$ cat src/rtl/reg_writeback_ctrl.sv
// Register-file writer: merges the single-cycle ALU path and a buffered multi-cycle
// path onto one registered write port, and forwards the newest pending value to reads.
module reg_writeback_ctrl #(
  parameter int ADDR_LEN     = 3,
  parameter int DATA_WIDTH   = 16,
  parameter int MC_DEPTH     = 2,
  parameter int STARVE_LIMIT = 4
) (
  input  logic                  clk,
  input  logic                  nReset,
  input  logic                  ex_valid,
  input  logic [ADDR_LEN-1:0]   ex_rd,
  input  logic [DATA_WIDTH-1:0] ex_data,
  output logic                  ex_stall,
  input  logic                  mc_valid,
  input  logic [ADDR_LEN-1:0]   mc_rd,
  input  logic [DATA_WIDTH-1:0] mc_data,
  output logic                  mc_ready,
  output logic                  Reg_W_En,
  output logic [ADDR_LEN-1:0]   Rd,
  output logic [DATA_WIDTH-1:0] writedata,
  input  logic [ADDR_LEN-1:0]   Rs1,
  input  logic [ADDR_LEN-1:0]   Rs2,
  input  logic [DATA_WIDTH-1:0] RD1,
  input  logic [DATA_WIDTH-1:0] RD2,
  output logic [DATA_WIDTH-1:0] op1,
  output logic [DATA_WIDTH-1:0] op2
);

  localparam int CNT_W = $clog2(STARVE_LIMIT + 1);
  localparam int IDX_W = (MC_DEPTH > 1) ? $clog2(MC_DEPTH) : 1;

  // Buffer is kept compacted: slot 0 is the oldest entry and every set live bit is
  // contiguous from slot 0, so squashed entries vanish without costing port time.
  logic [ADDR_LEN-1:0]   buf_rd   [MC_DEPTH];
  logic [DATA_WIDTH-1:0] buf_data [MC_DEPTH];
  logic [MC_DEPTH-1:0]   buf_live;
  logic [CNT_W-1:0]      starve_cnt;

  logic [ADDR_LEN-1:0]   nxt_rd   [MC_DEPTH];
  logic [DATA_WIDTH-1:0] nxt_data [MC_DEPTH];
  logic [MC_DEPTH-1:0]   nxt_live;
  logic [CNT_W-1:0]      nxt_cnt;

  logic                  full;
  logic                  empty;
  logic                  ex_wr;
  logic                  mc_take;
  logic                  sel_en;
  logic [ADDR_LEN-1:0]   sel_rd;
  logic [DATA_WIDTH-1:0] sel_data;
  logic                  pop;
  logic                  push;

  assign full     = &buf_live;
  assign empty    = !buf_live[0];
  assign mc_ready = !full;
  assign ex_stall = (starve_cnt == CNT_W'(STARVE_LIMIT)) && !empty;
  assign ex_wr    = ex_valid && !ex_stall && (ex_rd != '0);
  // The ALU write is younger, so a same-cycle mc result to the same register is dropped.
  assign mc_take  = mc_valid && mc_ready && (mc_rd != '0) && !(ex_wr && (mc_rd == ex_rd));

  always_comb begin
    sel_en   = 1'b0;
    sel_rd   = Rd;
    sel_data = writedata;
    pop      = 1'b0;
    push     = 1'b0;
    if (ex_wr) begin
      sel_en   = 1'b1;
      sel_rd   = ex_rd;
      sel_data = ex_data;
      push     = mc_take;
    end else if (!empty) begin
      sel_en   = 1'b1;
      sel_rd   = buf_rd[0];
      sel_data = buf_data[0];
      pop      = 1'b1;
      push     = mc_take;
    end else if (mc_take) begin
      sel_en   = 1'b1;
      sel_rd   = mc_rd;
      sel_data = mc_data;
    end
  end

  always_comb begin
    int n_keep;
    nxt_rd   = buf_rd;
    nxt_data = buf_data;
    nxt_live = '0;
    n_keep   = 0;
    for (int i = 0; i < MC_DEPTH; i++) begin
      if (buf_live[i] && !(pop && (i == 0)) && !(ex_wr && (buf_rd[i] == ex_rd))) begin
        nxt_rd[IDX_W'(n_keep)]   = buf_rd[i];
        nxt_data[IDX_W'(n_keep)] = buf_data[i];
        nxt_live[IDX_W'(n_keep)] = 1'b1;
        n_keep++;
      end
    end
    if (push && (n_keep < MC_DEPTH)) begin
      nxt_rd[IDX_W'(n_keep)]   = mc_rd;
      nxt_data[IDX_W'(n_keep)] = mc_data;
      nxt_live[IDX_W'(n_keep)] = 1'b1;
    end
    nxt_cnt = (ex_wr && (n_keep != 0)) ? starve_cnt + CNT_W'(1) : '0;
  end

  always_ff @(posedge clk or negedge nReset) begin
    if (!nReset) begin
      Reg_W_En   <= 1'b0;
      Rd         <= '0;
      writedata  <= '0;
      buf_live   <= '0;
      starve_cnt <= '0;
      for (int i = 0; i < MC_DEPTH; i++) begin
        buf_rd[i]   <= '0;
        buf_data[i] <= '0;
      end
    end else begin
      Reg_W_En <= sel_en;
      if (sel_en) begin
        Rd        <= sel_rd;
        writedata <= sel_data;
      end
      buf_rd     <= nxt_rd;
      buf_data   <= nxt_data;
      buf_live   <= nxt_live;
      starve_cnt <= nxt_cnt;
    end
  end

  function automatic logic [DATA_WIDTH-1:0] fwd(input logic [ADDR_LEN-1:0] rs,
                                                 input logic [DATA_WIDTH-1:0] raw);
    logic [DATA_WIDTH-1:0] val;
    val = raw;
    if (Reg_W_En && (Rd == rs)) val = writedata;
    for (int i = 0; i < MC_DEPTH; i++) begin
      if (buf_live[i] && (buf_rd[i] == rs)) val = buf_data[i];
    end
    if (rs == '0) val = '0;
    return val;
  endfunction

  always_comb op1 = fwd(Rs1, RD1);
  always_comb op2 = fwd(Rs2, RD2);

endmodule
$ cat config.mk
export PLATFORM = sky130hd
export DESIGN_NAME = reg_writeback_ctrl
export DESIGN_NICKNAME = d
export VERILOG_FILES = /design/src/rtl/reg_writeback_ctrl.sv
export SDC_FILE = /design/constraint.sdc
export NUM_CORES = 1
export LEC_CHECK = 0
export ABC_AREA = 1
export BUFFER_PORTS_ARGS = -buffer_cell sky130_fd_sc_hd__buf_2
export CORE_AREA = 5 5 121 123
export CTS_BUF_LIST = sky130_fd_sc_hd__clkbuf_16
export DETAILED_ROUTE_END_ITERATION = 7
export DIE_AREA = 0 0 126 128
export PLACE_DENSITY = 0.52
export SYNTH_ARGS = -nofsm -noshare
export SYNTH_HDL_FRONTEND = slang
export SYNTH_SLANG_ARGS = --single-unit
$ cat constraint.sdc
create_clock -name clk -period 2.8 [get_ports clk]
set_clock_uncertainty 0.15 [all_clocks]
set_input_delay 0.42 -clock clk [delete_from_list [all_inputs] [get_ports clk]]
set_output_delay 0.42 -clock clk [all_outputs]
set_load 0.05 [all_outputs]
==> results by stage, run 1 <==
Die:
- The height of the chip is 128 um.
- The die covers approximately 16000 sq um.
- In this run the core area contains 43 standard-cell rows.
- The number of placed I/O pins is 134.
- The placeable core region is 13600 sq um.
- The die width is 126 um.
- Once the floorplan was initialized, standard cells occupied 29.2% of the core.

Clocking:
- The hold buffer count at CTS is 0.
- The clock tree synthesis step divided the H-tree into 2 levels.
- The clock network latency to the later pin of the worst-skew pair is 0.29 ns.
- Buffers inserted during clock tree synthesis total 5.
- After clock tree synthesis, the repair step resized 0 gates.
- Clock-pin slew was measured on the worst setup and hold paths at ~0.07 ns.
- The total number of clock tree sinks is 43.
- The CTS tree is done.
- The cell sitting at the root of the clock tree is a clkbuf_16.
- The post-CTS setup buffer count is 0.
- The maximum count of clock buffers along a single path is 2.

Critical path:
- The worst setup path is captured at an output port.
- The number of buffers and inverters on the critical path is 4.
- The maximum cell stage delay along the critical path is approximately 0.48 ns.
- The slowest library cell on the worst path is dfrtp_2.
- For the worst setup path, the data arrival time is roughly 2.1 ns.
- The critical path goes through or2_1 -> a21oi_4 -> buf_6 -> nand3_1 -> nand2_1 -> inv_1 -> nand2_1 -> inv_1 -> buf_2.
- The cell family contributing the most delay on the critical path is simple AND/OR/NAND/NOR gates.
- The worst setup path is launched from a flop.
- The maximum net fanout on the critical path is 13.
- The required time of the critical path is around 2.2 ns.
- The type of the worst setup path is flop to output port.

Synthesis:
- The top cell type by area accounts for 27.2% of the synthesized area.
- Of the total synthesized cell area, the portion taken by XOR and XNOR cells is 0.664%.
- The cell area that synthesis handed to floorplanning was 3960 sq um.
- Yosys attributes the largest share of cell area to dfrtp_1 (27%), nand2_1 (25%), nand3_1 (11%).
- The netlist uses 33 different library cells.
- The top cell type by total area after synthesis is dfrtp_1.
- The post-synthesis compound-gate area fraction is 6.74%.
- For this run, the number of Yosys warnings is 0.
- The synthesized area per cell is 6.07 sq um.
- The adder and majority gate portion of the synthesized area is about 1.6%.
- The multiplexer share of the synthesized area is 0%.
- The fraction of the mapped netlist area in simple logic gates is 47.0%.
- The combinational family with the most area after synthesis is simple AND/OR/NAND/NOR gates.
- The portion of the post-synthesis area used by sequential elements is 27.2%.
- The total of flip-flops plus latches after synthesis is 43.
- Synthesis produced 652 cells.

Timing:
- At the pin with the least slew margin, the transition time is 0.712 ns.
- The post-route fraction of the period consumed by the critical path is 95.0%.
- Based on the critical path, the design can be clocked at up to about 380 MHz.
- The max-slew violation count is 0.
- Setup repair after global routing left no endpoint under its margin.
- The final hold slack is 0.0635 ns.
- The worst relative slew slack is 52.4%.
- Setup violations remaining at the end of the flow were counted as 0.
- The final critical delay including setup and external delays is 2.66 ns.
- The final number of hold-violating endpoints is 0.
- The final sum of negative setup slack is 0 ns.
- Setup slack closes at 0.139 ns.

Cells and area:
- From synthesis to final layout, the design area changed by 23.3%.
- The number of antenna diodes in the final layout is 0.
- For this run, the post-layout net count is between 800 and 900.
- After routing the design area is 4880 sq um.
- The post-route netlist has 25.4% of its cells at a drive strength greater than 1.
- Fill cells in the final layout number 1571.

Placed design:
- At the placement stage, the worst setup path has a slack of around 0.28 ns.
- The total of buffers placed on input and output ports is 132.
- The placed instances occupy a cell area of 4720 sq um.
- At the end of routability-driven placement, the weighted congestion stood at 0.862.
- The half-perimeter wire length of the detailed placement result is 11.7 mm.

Route:
- Using the TritonRoute via totals, the vias-per-cell ratio works out to approximately 4.6.
- The average wire length per cell after detail routing is 15.3 um.
- For this block, the routed nets add up to approximately 15 mm of wire.
- The first-pass iteration count of the detailed router is 5.
- The routed via count is between 4k and 5k.
- The number of remaining DRC errors is 0.
- The first routing iteration left 260 violations.
- The number of antenna-violating nets in the routed design is 0.

Global routing:
- The residual overflow from global routing is 0.
- The first-pass GRT wire length is 23.2 mm.
- Global routing used roughly 18% of the available tracks across all layers.
- The via count of the first global-routing pass is around 4.2k.
- The initial antenna violation count came to 0.
- Entering global routing, the biggest net connects 44 pins.

Run status:
- The flow ran to the end, and the final reports show no timing, DRC or antenna violations.

Pwr:
- Across the VDD grid, the largest voltage drop is ~260 uV.
- The static power due to leakage is 2.98 nW.
- The total power per unit cell area is 903 nW/um^2.

Hold path:
- The type of the most critical hold path is primary input to asynchronous set/reset pin.

Run:
- Max-cap violations in this run came to 0.
## path summary, 6_finish.rpt
kind / startpoint / cells after the start / to / slack [ns]
hold reg to reg: starve_cnt[0] / 1 / starve_cnt[0] / 0.31
min in group clk: mc_data[0] / 3 / buf_data[16] / 0.26
max in group asynchronous: nReset / 2 / buf_rd[5] / 2.00
setup reg to reg: buf_rd[4] / 11 / buf_data[27] / 0.39
hold / removal: nReset / 2 / starve_cnt[2] / 0.06
setup / recovery: buf_rd[5] / 9 / op2[3] / 0.14
## Yosys cell counts
master,n
clkbuf_8,2
nand2_1,259
inv_2,3
nand3_1,84
nor2_1,11
ha_1,5
o21ai_0,39
buf_1,1
o21ai_2,1
a21oi_2,1
xnor2_1,2
or2_2,2
inv_1,101
nand2_2,2
conb_1,2
buf_4,5
nor2_4,1
nand4_1,19
buf_2,15
nor2_2,5
a31oi_1,1
nor3_1,2
xor2_1,1
o22ai_1,1
o21ai_1,4
or2_1,1
clkbuf_1,6
nand2_4,1
a21oi_1,1
buf_6,9
dfrtp_1,43
a21oi_4,1
nand3_2,21
## flip-flops by register name, indices dropped and copies added, names as in the netlist
| register | flops |
|---|---|
| buf_rd | 3 |
| buf_data | 16 |
| Rd | 3 |
| writedata | 16 |
| starve_cnt | 3 |
| buf_live | 1 |
| Reg_W_En | 1 |
## final cells by class
cell class / instances / area, sq um / area share, %
Clock buffer: 5 / 125 / 2.57
Inverter: 104 / 390 / 8.00
Timing Repair Buffer: 149 / 805 / 16.5
Multi-Input combinational cell: 469 / 2240 / 45.9
Clock inverter: 3 / 12.5 / 0.257
Tap cell: 180 / 225 / 4.62
Sequential cell: 43 / 1080 / 22.1
## logic make-up after synthesis
group / after synthesis
other: 2
adder cells (fa/ha/maj): 5
XOR/XNOR: 3
flip-flops: 43
buffers and inverters: 142
AO/OA/AOI/OAI: 49
AND/OR/NAND/NOR: 408
## stage by stage
stage | power, mW | cells | util, %
6_report | 4.41 | 953 | 36.0
5_1_grt | 4.74 | 953 | 36.0
4_1_cts | 4.39 | 953 | 35.8
3_5_place_dp | 3.82 | 945 | 34.8
3_3_place_gp | 3.82 | 945 | 34.8
2_1_floorplan | 3.11 | 654 | -
## per-layer routing
metal,track usage [%],share of wire (%),wire length [um],vias up
li1,-,-,-,2259
met1,25.7,48,7010,1954
met2,27.4,44,6460,120
met3,2.88,5.2,751,22
met4,5.17,2.4,350,0
met5,0,0,0,-
## cell usage in the layout (no fill, tap or decap), drive strengths merged
cell,n
nor2,17
o22ai,1
nand3,105
inv,106
a21oi,3
xnor2,2
xor2,1
clkbuf,5
nand2,262
nand4,19
ha,5
o21ai,44
a31oi,1
conb,4
clkinv,1
nor3,2
buf,149
or2,3
dfrtp,43
## report_power, final
part | total [mW] | internal, mW | switching [mW]
Combinational | 2.74 | 0.719 | 2.02
Clock | 0.569 | 0.323 | 0.246
Sequential | 1.10 | 0.833 | 0.267
No activity file was read; power rests on OpenSTA's default activity.
==> inputs of run 2 (changes only) <==
--- a/config.mk
+++ b/config.mk
@@ -8,7 +8,7 @@
 export ABC_AREA = 1
 export BUFFER_PORTS_ARGS = -buffer_cell sky130_fd_sc_hd__buf_2
 export CORE_AREA = 5 5 121 123
-export CTS_BUF_LIST = sky130_fd_sc_hd__clkbuf_16
+export CTS_BUF_LIST = sky130_fd_sc_hd__clkbuf_2
 export DETAILED_ROUTE_END_ITERATION = 7
 export DIE_AREA = 0 0 126 128
 export PLACE_DENSITY = 0.52
==> run 2 against run 1 <==
Sequential power about the same. Register-to-register slack worse by 0.08 ns. Sequential cell count unchanged. Clock power down 49%. Fmax down 1.1%. First-iteration DRC count down 8.8%. Wire length up 2.8%. Non-clock buffer count up 15. Cell area up 4.7%. Final cell count up 1.8%.
==> results by stage, run 2 (synthesized netlist as in run 1, its figures left out) <==
Run status:
- Result of the run: finished, final reports clean (unchanged).

Clocking:
- The number of clock buffers inserted by TritonCTS is 5 (unchanged).
- The clock transition at the registers of the reported paths is 0.25 ns (was 0.07 ns).
- The total number of clock tree sinks came to 43 (unchanged).
- The CTS tree was done (unchanged).
- The level count of the clock H-tree is 2 (unchanged).
- The clock network latency to the later pin of the worst-skew pair is 0.42 ns (was 0.29 ns).
- The root buffer cell is clkbuf_2 (was clkbuf_16).
- The maximum count of clock buffers along a single path is 2 (unchanged).

Placed design:
- The weighted congestion at the end of routability-driven global placement is 0.862 (unchanged).
- The half-perimeter wire length of the detailed placement result was 11.7 mm (unchanged).
- The area of placed instances is 4720 sq um (unchanged).
- The total of buffers placed on input and output ports is 132 (unchanged).
- The pre-CTS setup slack came to 0.285 ns (unchanged).

Run:
- The number of max-cap violations is 0 (unchanged).

Timing:
- The final number of hold-violating endpoints was 0 (unchanged).
- The smallest setup slack after layout was 0.111 ns (was 0.139 ns).
- The worst-margin pin slew came to 0.724 ns (was 0.712 ns).
- The final hold slack is 0.0859 ns (was 0.0635 ns).
- The final setup violation count is 0 (unchanged).
- The worst relative slew slack was 51.6% (was 52.4%).
- The post-route fraction of the period consumed by the critical path is 96.0% (was 95.0%).
- The achievable clock frequency is 372 MHz (was 376 MHz).
- The final critical delay including setup and external delays is 2.69 ns (was 2.66 ns).
- The max-slew violation count is 0 (unchanged).

Route:
- The highest metal layer used by the detailed router is met4 (unchanged).
- The average wire length per cell after detail routing is 15.4 um (was 15.3 um).
- The average vias per placed instance is 4.59 (was 4.57).
- The number of design-rule violations left by the first detailed-router iteration is 237 (was 260).
- The number of remaining DRC errors was 0 (unchanged).
- The final wirelength is 15.0 mm (was 14.6 mm).
- The detailed route wirelength on metal2 is 6.82 mm (was 6.46 mm).
- The detailed-route wire length on metal 1 is 7.10 mm (was 7.01 mm).
- The first-pass iteration count of the detailed router was 5 (unchanged).
- The routed via count came to 4457 (was 4355).
- The number of antenna-violating nets in the routed design is 0 (unchanged).
- The routed wire length on met3 is 758 um (was 751 um).

Global routing:
- The global-route usage over all layers is 17.8% (about the same).
- The maximum number of pins on one net before global-route repair is 44 (unchanged).
- The first-pass GRT wire length is 23.3 mm (was 23.2 mm).
- The initial antenna violation count came to 1 (was 0).
- The residual overflow from global routing came to 0 (unchanged).
- The via count of the first global-routing pass is 4222 (was 4202).

Die:
- The height of the chip is 128 um (unchanged).
- The row count is 43 (unchanged).
- The number of placed I/O pins is 134 (unchanged).
- The initial cell density of the core came to 29.2% (unchanged).
- The placeable core region is 13600 sq um (unchanged).
- The total die area is 16100 sq um (unchanged).
- The die width is 126 um (unchanged).

Cells and area:
- The total of fill cells in the finished design came to 1551 (was 1571).
- The most common cell after layout, fill and taps aside is nand2_1 (unchanged).
- The number of nets in the layout is 873 (was 857).
- The multi-input logic area is 2310 sq um (was 2240 sq um).
- The layout-stage area growth over the synthesis result is 29.1% (was 23.3%).
- Largest registers: buf_data (16), writedata (16) (unchanged).
- Highest-count cells in the layout ignoring fill and taps: nand2_1 (255), buf_2 (104), inv_1 (97) (was nand2_1 (258), buf_2 (132), inv_1 (103)).
- The area occupied by registers is 1080 sq um (about the same).
- The finished layout cell area was 5110 sq um (was 4880 sq um).
- The share of final-layout standard cells stronger than drive strength 1 is 28.9% (was 25.4%).

Critical path:
- The kind of end point of the critical path was an output port (unchanged).
- The top cell family by delay on the critical path is buffers and inverters (was simple AND/OR/NAND/NOR gates).
- The buffering stage count on the worst path with inverters included is 5 (was 4).
- The nature of the critical path startpoint is a flop (unchanged).
- CP cell instances: or2_4 -> a21oi_4 -> buf_6 -> clkbuf_16 -> nand3_2 -> nand2_1 -> inv_1 -> nand2_1 -> inv_1 -> buf_6 (was or2_1 -> a21oi_4 -> buf_6 -> nand3_1 -> nand2_1 -> inv_1 -> nand2_1 -> inv_1 -> buf_2).
- The maximum cell stage delay along the critical path is 0.50 ns (was 0.48 ns).
- The slowest library cell on the worst path was dfrtp_2 (unchanged).
- The type of the worst setup path is flop to output port (unchanged).
- The maximum net fanout on the critical path is 6 (was 13).
- The required time of the critical path is 2.23 ns (about the same).
- The data arrival time of the critical path came to 2.12 ns (was 2.09 ns).

Pwr:
- The total power of the final layout is 4.46 mW (was 4.41 mW).
- The total power per unit cell area is 874 nW/um^2 (was 903 nW/um^2).
- The maximum ir drop on the vdd rail is 226 uV (was 264 uV).
- The static power due to leakage was 3.05 nW (was 2.98 nW).

Hold path:
- The type of the most critical hold path is primary input to flop (was primary input to asynchronous set/reset pin).
-- run 2: final timing paths --
check	from	end	slack, ns	depth (start not counted)
max	buf_rd[5]	op2[12]	0.11	10
min	mc_data[0]	buf_data[16]	0.09	3
max reg2reg	buf_rd[5]	buf_data[27]	0.31	13
min reg2reg	starve_cnt[0]	starve_cnt[0]	0.33	1
max in group asynchronous	nReset	Rd[2]	1.61	3
min in group asynchronous	nReset	starve_cnt[2]	0.42	3
-- run 2: worst reg2reg max path, stage by stage, from the launching register on --
cell	delay (ns)
dfrtp_2	0.50
buf_4	0.17
nand2_1	0.06
o21ai_0	0.07
nor3_1	0.18
nor2_1	0.06
nand2_1	0.11
ha_1	0.23
or2_2	0.27
a21oi_1	0.15
nand3_1	0.09
buf_4	0.22
nand2_1	0.10
nand2_1	0.05
-- run 2: metal layers --
layer,global-route usage [%],vias to the layer above
met5,0,-
met4,4.54,0
met3,3.13,17
met2,27.7,125
met1,25.6,2022
li1,-,2293
-- run 2: what timing repair did --
action / in CTS / in global routing
endpoints found under the hold margin: 43 / 0
hold buffers: 1 / 0
endpoints found under the setup margin: 32 / 32
pin swaps: 2 / 4
cloned: 0 / 2
buffers inserted: 5 / 8
gates resized for setup: 9 / 79
-- run 2: final cells by class --
cell class	instances	share of cell area, %
Antenna cell	1	0.0490
Multi-Input combinational cell	470	45.3
Clock inverter	1	0.0980
Tap cell	180	4.41
Clock buffer	7	0.686
Timing Repair Buffer	164	20.6
Sequential cell	43	21.2
Inverter	104	7.65
-- run 2: power by group --
group	internal, mW	leakage [nW]	switching (mW)
combinational	0.958	2.49	2.13
sequential	0.833	0.526	0.252
clock	0.0682	0.0330	0.220
total	1.86	3.05	2.60
-- run 2: metrics by stage --
| step | utilization [%] | cells | setup TNS [ns] |
|---|---|---|---|
| 3_3_place_gp | 34.8 | 945 | 0 |
| 5_1_grt | 37.7 | 970 | -0.00169 |
| 4_1_cts | 35.6 | 959 | 0 |
| 6_report | 37.7 | 970 | 0 |
| 3_5_place_dp | 34.8 | 945 | 0 |
| 2_1_floorplan | - | 654 | 0 |
==> inputs of run 3 (changes only) <==
--- a/config.mk
+++ b/config.mk
@@ -12,6 +12,7 @@
 export DETAILED_ROUTE_END_ITERATION = 7
 export DIE_AREA = 0 0 126 128
 export PLACE_DENSITY = 0.52
+export RECOVER_POWER = 100
 export SYNTH_ARGS = -nofsm -noshare
 export SYNTH_HDL_FRONTEND = slang
 export SYNTH_SLANG_ARGS = --single-unit
==> run 3 against run 2 <==
Die area is the same. Total power shrank 0.64%. Non-clock buffer count is the same. Critical path depth is the same. First-iteration DRC count shrank 1.3%. Combinational power is essentially flat. Clock power shrank 1%. Sequential power is essentially flat. Final cell count is the same. Clock-buffer cell count is the same. Hold slack lost 0.0011 ns. Largest power group unchanged.
==> results by stage, run 3 (synthesized netlist as in run 1, its figures left out) <==
Run status:
- Result of the run: finished, final reports clean (unchanged).

Global routing:
- The global-route met3 utilization is 3.13% (unchanged).
- The layer with the highest usage after global routing is met2 (unchanged).
- The residual overflow from global routing is 0 (unchanged).
- The global routing met2 resource utilization is 27.7% (unchanged).
- The initial antenna violation count came to 1 (unchanged).
- The global routing usage on met1 is 25.6% (unchanged).
- The first-pass GRT wire length is 23.3 mm (unchanged).
- The maximum number of pins on one net before global-route repair is 44 (unchanged).
- The global-route usage over all layers is 17.8% (unchanged).
- The via count of the first global-routing pass is 4222 (unchanged).

Route:
- The number of design-rule violations left by the first detailed-router iteration is 234 (was 237).
- The average wire length per cell after detail routing is 15.5 um (was 15.4 um).
- The first-pass iteration count of the detailed router was 5 (unchanged).
- The number of antenna-violating nets in the routed design came to 0 (unchanged).
- The routed via count is 4455 (was 4457).
- The final wirelength is 15.0 mm (about the same).
- The average vias per placed instance was 4.59 (about the same).
- The number of remaining DRC errors is 0 (unchanged).

Cells and area:
- The most common cell after layout, fill and taps aside was nand2_1 (unchanged).
- Largest registers: buf_data (16), writedata (16) (unchanged).
- Highest-count cells in the layout ignoring fill and taps: nand2_1 (255), inv_1 (97), nand3_1 (82), buf_2 (82), dfrtp_1 (38) (was nand2_1 (255), buf_2 (104), inv_1 (97)).
- The total of fill cells in the finished design is 1565 (was 1551).
- The utilization of the core after routing came to 37.4% (was 37.7%).
- The post-route non-filler standard cell count was 970 (unchanged).
- The number of nets in the layout is 873 (unchanged).
- The multi-input logic area was 2310 sq um (about the same).
- The layout-stage area growth over the synthesis result is 28.2% (was 29.1%).
- The share of final-layout standard cells stronger than drive strength 1 is 26.0% (was 28.9%).
- The area occupied by registers came to 1080 sq um (unchanged).

Die:
- The total die area is 16100 sq um (unchanged).
- The number of placed I/O pins is 134 (unchanged).
- The initial cell density of the core is 29.2% (unchanged).
- The placeable core region is 13600 sq um (unchanged).
- The height of the chip is 128 um (unchanged).
- The row count is 43 (unchanged).
- The die width is 126 um (unchanged).

Pwr:
- The maximum ir drop on the vdd rail is 219 uV (was 226 uV).
- The total power per unit cell area was 875 nW/um^2 (was 874 nW/um^2).
- The static power due to leakage was 2.97 nW (was 3.05 nW).

Clocking:
- The number of clock buffers inserted by TritonCTS is 5 (unchanged).
- The root buffer cell is clkbuf_2 (unchanged).
- The CTS tree was done (unchanged).
- The level count of the clock H-tree is 2 (unchanged).
- The clock network latency to the later pin of the worst-skew pair is 0.42 ns (about the same).
- The total number of clock tree sinks was 43 (unchanged).
- The clock transition at the registers of the reported paths is 0.25 ns (about the same).
- The maximum count of clock buffers along a single path is 2 (unchanged).

Hold path:
- The type of the most critical hold path was primary input to flop (unchanged).

Placed design:
- The cell count after placement came to 945 (unchanged).
- The half-perimeter wire length of the detailed placement result was 11.7 mm (unchanged).
- The total of buffers placed on input and output ports is 132 (unchanged).
- The weighted congestion at the end of routability-driven global placement is 0.862 (unchanged).

Critical path:
- The kind of end point of the critical path is an output port (unchanged).
- The maximum cell stage delay along the critical path is 0.50 ns (about the same).
- The data arrival time of the critical path is 2.13 ns (was 2.12 ns).
- CP cell instances: or2_4 -> a21oi_4 -> buf_6 -> clkbuf_16 -> nand3_2 -> nand2_1 -> inv_1 -> nand2_1 -> inv_1 -> buf_6 (unchanged).
- The type of the worst setup path is flop to output port (unchanged).
- The nature of the critical path startpoint is a flop (unchanged).
- The required time of the critical path is 2.23 ns (about the same).
- The maximum net fanout on the critical path is 6 (unchanged).
- The slowest library cell on the worst path is dfrtp_2 (unchanged).

Timing:
- The worst-margin pin slew was 1.18 ns (was 0.724 ns).
- The post-route fraction of the period consumed by the critical path was 96.4% (was 96.0%).
- The final setup violation count was 0 (unchanged).
- The worst relative slew slack is 21.5% (was 51.6%).
- The final number of hold-violating endpoints is 0 (unchanged).
- The max-slew violation count is 0 (unchanged).
- The final critical delay including setup and external delays is 2.70 ns (was 2.69 ns).
- The final hold slack is 0.0848 ns (was 0.0859 ns).
- The final sum of negative setup slack was 0 ns (unchanged).
- The achievable clock frequency is 370 MHz (was 372 MHz).

Run:
- The number of max-cap violations came to 0 (unchanged).
## run 3: power by group
group          internal, mW  total [mW]  switching (mW)
Clock                0.0682       0.284           0.216
Combinational         0.929        3.06            2.13
Sequential            0.833        1.09           0.255
Total                  1.83        4.43            2.60
## run 3: through the flow
| stage | area, sq um | total power [mW] | setup slack [ns] |
|---|---|---|---|
| 2_1_floorplan | 3960 | 3.11 | 0.314 |
| 3_3_place_gp | 4720 | 3.82 | 0.263 |
| 3_5_place_dp | 4720 | 3.82 | 0.285 |
| 4_1_cts | 4830 | 4.17 | 0.0115 |
| 5_1_grt | 5070 | 4.77 | -0.00428 |
| 6_report | 5070 | 4.43 | 0.0995 |
## run 3: routing by layer
layer,share of wire (%),vias to the layer above
li1,-,2292
met1,47,2022
met2,45,124
met3,5.1,17
met4,2.0,0
met5,0,-
## run 3: cell type report
type / instances / share of cell area, %
antenna: 1 / 0.0494
multi-input combinational: 470 / 45.6
tap: 180 / 4.44
clock buffer: 7 / 0.691
timing repair buffer: 164 / 20.1
inverter: 104 / 7.70
clock inverter: 1 / 0.0987
sequential: 43 / 21.4
## run 3: repair_timing
item / CTS / global route
hold buffers: 1 / 0
pin swaps: 2 / 4
endpoints found under the setup margin: 32 / 32
cloned: 0 / 2
resized for setup: 9 / 79
endpoints found under the hold margin: 43 / 0
setup buffers: 5 / 8
## run 3: final timing paths
| kind | from | slack [ns] | depth (start not counted) | to |
|---|---|---|---|---|
| worst max-delay path | buf_rd[5] | 0.1 | 10 | op2[12] |
| worst min-delay path | mc_data[0] | 0.08 | 3 | buf_data[16] |
| worst max register to register | buf_rd[5] | 0.25 | 12 | buf_data[27] |
| worst min register to register | starve_cnt[0] | 0.33 | 1 | starve_cnt[0] |
| max in group asynchronous | nReset | 1.04 | 3 | Rd[2] |
| min in group asynchronous | nReset | 0.64 | 3 | starve_cnt[2] |
## run 3: critical path: cells and delay by family, from the launching register on
family                 cells  cell delay, ns
AND/OR/NAND/NOR            4            0.46
flip-flops                 1            0.50
AO/OA/AOI/OAI              1            0.18
buffers and inverters      5            0.56
